[src/rtl/irq_arbiter.sv]
// Interrupt arbiter: captures rising-edge events per channel with data, and
// delivers one unmasked pending event at a time on a valid/ready port.
module irq_arbiter #(
  parameter int N_CH   = 8,
  parameter int DATA_W = 8,
  parameter int MODE   = 0
) (
  input  logic                     clk_i,
  input  logic                     rst_i,
  input  logic [N_CH-1:0]          interrupt,
  input  logic [N_CH*DATA_W-1:0]   data_i,
  input  logic [N_CH-1:0]          mask_i,
  input  logic                     out_ready_i,
  output logic                     out_valid_o,
  output logic [$clog2(N_CH)-1:0]  out_id_o,
  output logic [DATA_W-1:0]        out_data_o,
  output logic [N_CH-1:0]          pending_o,
  output logic [N_CH-1:0]          overrun_o
);

  localparam int ID_W = $clog2(N_CH);

  typedef enum logic {IDLE, PRESENT} state_t;

  state_t            state;
  logic [N_CH-1:0]   irq_q;
  logic [N_CH-1:0]   pending;
  logic [N_CH-1:0]   overrun;
  logic [ID_W-1:0]   last_id;
  logic [DATA_W-1:0] hold [N_CH];

  logic [N_CH-1:0]   ev;
  logic [N_CH-1:0]   eligible;
  logic [N_CH-1:0]   clr_vec;
  logic              ack;
  logic [ID_W-1:0]   win;
  logic [ID_W-1:0]   idx;

  assign ev        = interrupt & ~irq_q;
  assign eligible  = pending & ~mask_i;
  assign ack       = (state == PRESENT) && out_ready_i;
  assign pending_o = pending;
  assign overrun_o = overrun;

  always_comb begin
    clr_vec = '0;
    if (ack) clr_vec[out_id_o] = 1'b1;
  end

  // Winner search; later loop iterations override earlier ones, so the
  // last assignment is the first channel in search order.
  always_comb begin
    win = '0;
    idx = '0;
    if (MODE == 0) begin
      for (int k = 0; k < N_CH; k++)
        if (eligible[k]) win = ID_W'(k);
    end else begin
      for (int j = N_CH; j >= 1; j--) begin
        idx = ID_W'((int'(last_id) + N_CH - j) % N_CH);
        if (eligible[idx]) win = idx;
      end
    end
  end

  always_ff @(posedge clk_i) begin
    for (int k = 0; k < N_CH; k++)
      if (ev[k]) hold[k] <= data_i[k*DATA_W +: DATA_W];
  end

  always_ff @(posedge clk_i) begin
    if (rst_i) begin
      state       <= IDLE;
      irq_q       <= '0;
      pending     <= '0;
      overrun     <= '0;
      last_id     <= '0;
      out_valid_o <= 1'b0;
      out_id_o    <= '0;
      out_data_o  <= '0;
    end else begin
      irq_q   <= interrupt;
      // A new event on the acked channel keeps it pending but drops overrun.
      pending <= (pending & ~clr_vec) | ev;
      overrun <= (overrun | (ev & pending)) & ~clr_vec;
      case (state)
        IDLE: begin
          if (|eligible) begin
            out_id_o    <= win;
            out_data_o  <= hold[win];
            out_valid_o <= 1'b1;
            state       <= PRESENT;
          end
        end
        PRESENT: begin
          if (out_ready_i) begin
            out_valid_o <= 1'b0;
            last_id     <= out_id_o;
            state       <= IDLE;
          end
        end
        default: state <= IDLE;
      endcase
    end
  end

endmodule

[config.mk]
export PLATFORM = sky130hd
export DESIGN_NAME = irq_arbiter
export DESIGN_NICKNAME = d
export VERILOG_FILES = /design/src/rtl/irq_arbiter.sv
export SDC_FILE = /design/constraint.sdc
export NUM_CORES = 1
export LEC_CHECK = 0
export CORE_MARGIN = 4
export CORE_UTILIZATION = 47
export DETAILED_ROUTE_END_ITERATION = 8
export PLACE_DENSITY_LB_ADDON = 0.12
export SYNTH_ARGS = -nofsm -noshare
export SYNTH_HDL_FRONTEND = slang
export SYNTH_SLANG_ARGS = --single-unit
[constraint.sdc]
create_clock -name clk_i -period 3.2 [get_ports clk_i]
set_input_delay 0.96 -clock clk_i [delete_from_list [all_inputs] [get_ports clk_i]]
set_output_delay 0.96 -clock clk_i [all_outputs]
set_load 0.01 [all_outputs]
==> results.md <==
* Fin. Hold Viols at 0
* CTS Buf Count at 9
* Clock Power Share at 29.6%
* Nets at 484
* PwrDens at 549 nW/µm²
* Placed instance area at 5160 µm²
* Worst Path Arrival at 3040 ps
* Via count at 2665
* Die height at 98.3 µm
* Full die area at 9670 µm²
* Unrepaired setup endpoints after global routing: false
* R2r startpoint: pending_o[4]
* TritonCTS clock tree: done
* Setup_tns at 0 ps
* # IOs at 111
* Port bufs at 110
* Worst-Margin Slew at 644 ps
* Sw Ratio at 23.2%
* Most common cell after layout, fill and taps aside: clkdlybuf4s50_1
* Root Driver: clkbuf_8
* Worst Setup Start Kind: input port
* Area of the multi-input gates at 1120 µm²
* Smallest hold slack at 507 ps
* Slack of the critical path at 400 ps
* Post-CTS sizing at 0
* Rel. slew slack at 56.9%
* DRC at 0
* Largest net degree at the start of global routing at 25
* Seq pwr share at 52.2%
* First-pass GRT wire length at 14.2 mm
* Post-DP HPWL at 6.76 mm
* GRT Total Usage at 19.1%
* Internal power at 2.27 mW
* H-Tree Level Count at 3
* Maxcap violations at 0
* Post-CTS Hold Fix Bufs at 0
* Pre-antenna DRT Iters at 6
* Yosys cell types at 41
* Setup Skew at 11.7 ps
* FP Rows at 32
* Start point of the worst hold path: overrun_o[2]
* Yosys warnings at 0
* Setup slack, reg-to-reg at 1130 ps
* Vias in the first global route at 2854
* Static leakage at 2.00 nW
* Register area at 2660 µm²
* Area of the mapped netlist at 3830 µm²
* # setup viols final at 0
* Fraction of layout cells with a size suffix above 1 at 8.89%
* Clock sink total at 101
* Finished Layout Cells at 507
* Clock slew at reported path FFs at 90 ps
* Register area share after synthesis at 69.4%
* Status: completed
* Mean Syn Cell Area at 14.0 µm²
* Vias/cell at 5.26
* Max Slew Vio Count at 0
* Layout area overhead at 40.3%
* Synth Instances at 274
* FILL cells at 595
* Clock latency on the worst-skew pair at 350 ps
* Highest-count cells in the layout ignoring fill and taps: 110 x clkdlybuf4s50_1, 64 x edfxtp_1, 37 x dfxtp_1
* Flops & latches, synth at 101
* Syn Nets at 357
* Core area at 7850 µm²
* Type of element capturing the critical path: flop
* Routed len/inst at 17.8 µm
* Period minus WS final at 2800 ps
* Critical path class: input port to flop
* Final Cell Area at 5380 µm²
* Max VDD drop at 0.345 mV
* Critical path origin: mask_i[4]
* Placed insts at 492
* EDFF count, synth at 64
* WL final at 9.01 mm
* Antenna Violating Nets Remaining at 0
* Initial core utilization at 48.9%
* Initial antenna violation count at 0
* GPL Wtd Cong at 0.834
* Worst-path fanout max at 15
* Drt first-iter violations at 94
* Die width at 98.3 µm
* Part of the cycle the worst path needs at 87.5%
* Post-synth ARST share at 0%
* N_diodes at 0
* CTS Buffer Depth at 2
* Comb pwr share at 18.2%
* Setup WS pre-CTS at 18.0 ps
* Postcts setup bufs at 0
* GR Overflow Total at 0
* Switching Power at 0.685 mW
* CP Data Required Time at 3440 ps
* Hold Crit Class: flop to flop
* Fmax at 357 MHz
* Primary FF master, synth: edfxtp_1
## cells in the mapped netlist (2+ instances only)
master / instances / area (µm²)
a21oi_1: 25 / 125
nor3_1: 2 / 10.0
nor2b_1: 26 / 163
inv_1: 3 / 11.3
nor2_1: 11 / 41.3
o21a_1: 2 / 15.0
edfxtp_1: 64 / 1920
nand2_1: 12 / 45.0
nand3_1: 2 / 10.0
buf_2: 3 / 15.0
buf_4: 2 / 15.0
a211oi_1: 3 / 22.5
dfxtp_1: 37 / 741
o22ai_1: 7 / 43.8
mux2i_1: 27 / 270
clkbuf_1: 4 / 15.0
a22o_1: 5 / 43.8
a221o_1: 7 / 70.1
a22oi_1: 7 / 52.6
nand2b_1: 4 / 25.0
## flip-flops by register name, summed over array words and instances (netlist names)
name / flops
hold: 64
irq_q: 8
out_data_o: 8
overrun_o: 8
pending_o: 8
out_id_o: 3
out_valid_o: 1
state: 1
## power groups by stage
| stage | Clock, mW | Sequential [mW] | Combinational [mW] |
|---|---|---|---|
| finish | 0.875 | 1.54 | 0.537 |
| CTS | 0.900 | 1.54 | 0.541 |
| detailed placement | 0 | 1.57 | 0.539 |
| global placement | 0 | 1.57 | 0.531 |
| floorplan | 0 | 1.58 | 0.238 |
| global route | 0.965 | 1.55 | 0.577 |
## worst max-delay path: stages
cell,delay (ps)
clkdlybuf4s50_1,460
and2b_2,250
a211oi_1,220
or3_1,260
buf_12,200
mux2i_1,270
o22ai_1,120
a221o_1,290
## cell families (layout without fill, tap and decap cells)
group                  count (synthesis)  in the layout  share of synthesized area [%]
AOI/OAI and AO/OA                     68             68                           12.4
buffers and inverters                 12            143                           1.47
DFF                                  101            101                           69.4
muxes                                 28             28                           7.44
and+or+nand+nor                       65             65                           9.27
## stage by stage
stage	power, mW	utilization (%)
floorplan	1.81	-
detailed placement	2.11	65.7
finish	2.95	68.5
CTS	2.98	68.5
global route	3.09	68.5
global placement	2.10	65.7
## final timing paths
| kind | to | cells after the start |
|---|---|---|
| max | out_data_o[3] | 8 |
| min | overrun_o[2] | 2 |
| max reg2reg | out_data_o[3] | 7 |
| min reg2reg | overrun_o[2] | 2 |
## metal layers
metal	global-route usage (%)	part of all wire [%]	vias up	wire length (µm)
met5	0	0	-	0
met4	5.15	0.93	0	84
met3	6.07	5.6	8	502
met2	32.6	52	86	4680
met1	23.3	42	1278	3740
li1	-	-	1293	-
## final cells by class
type / instances / area share, %
Clock buffer: 11 / 2.81
Clock inverter: 4 / 1.33
Inverter: 3 / 0.209
Multi-Input combinational cell: 161 / 20.7
Sequential cell: 101 / 49.5
Tap cell: 102 / 2.37
Timing Repair Buffer: 125 / 23.0
Power figures use the tool's default switching activity.
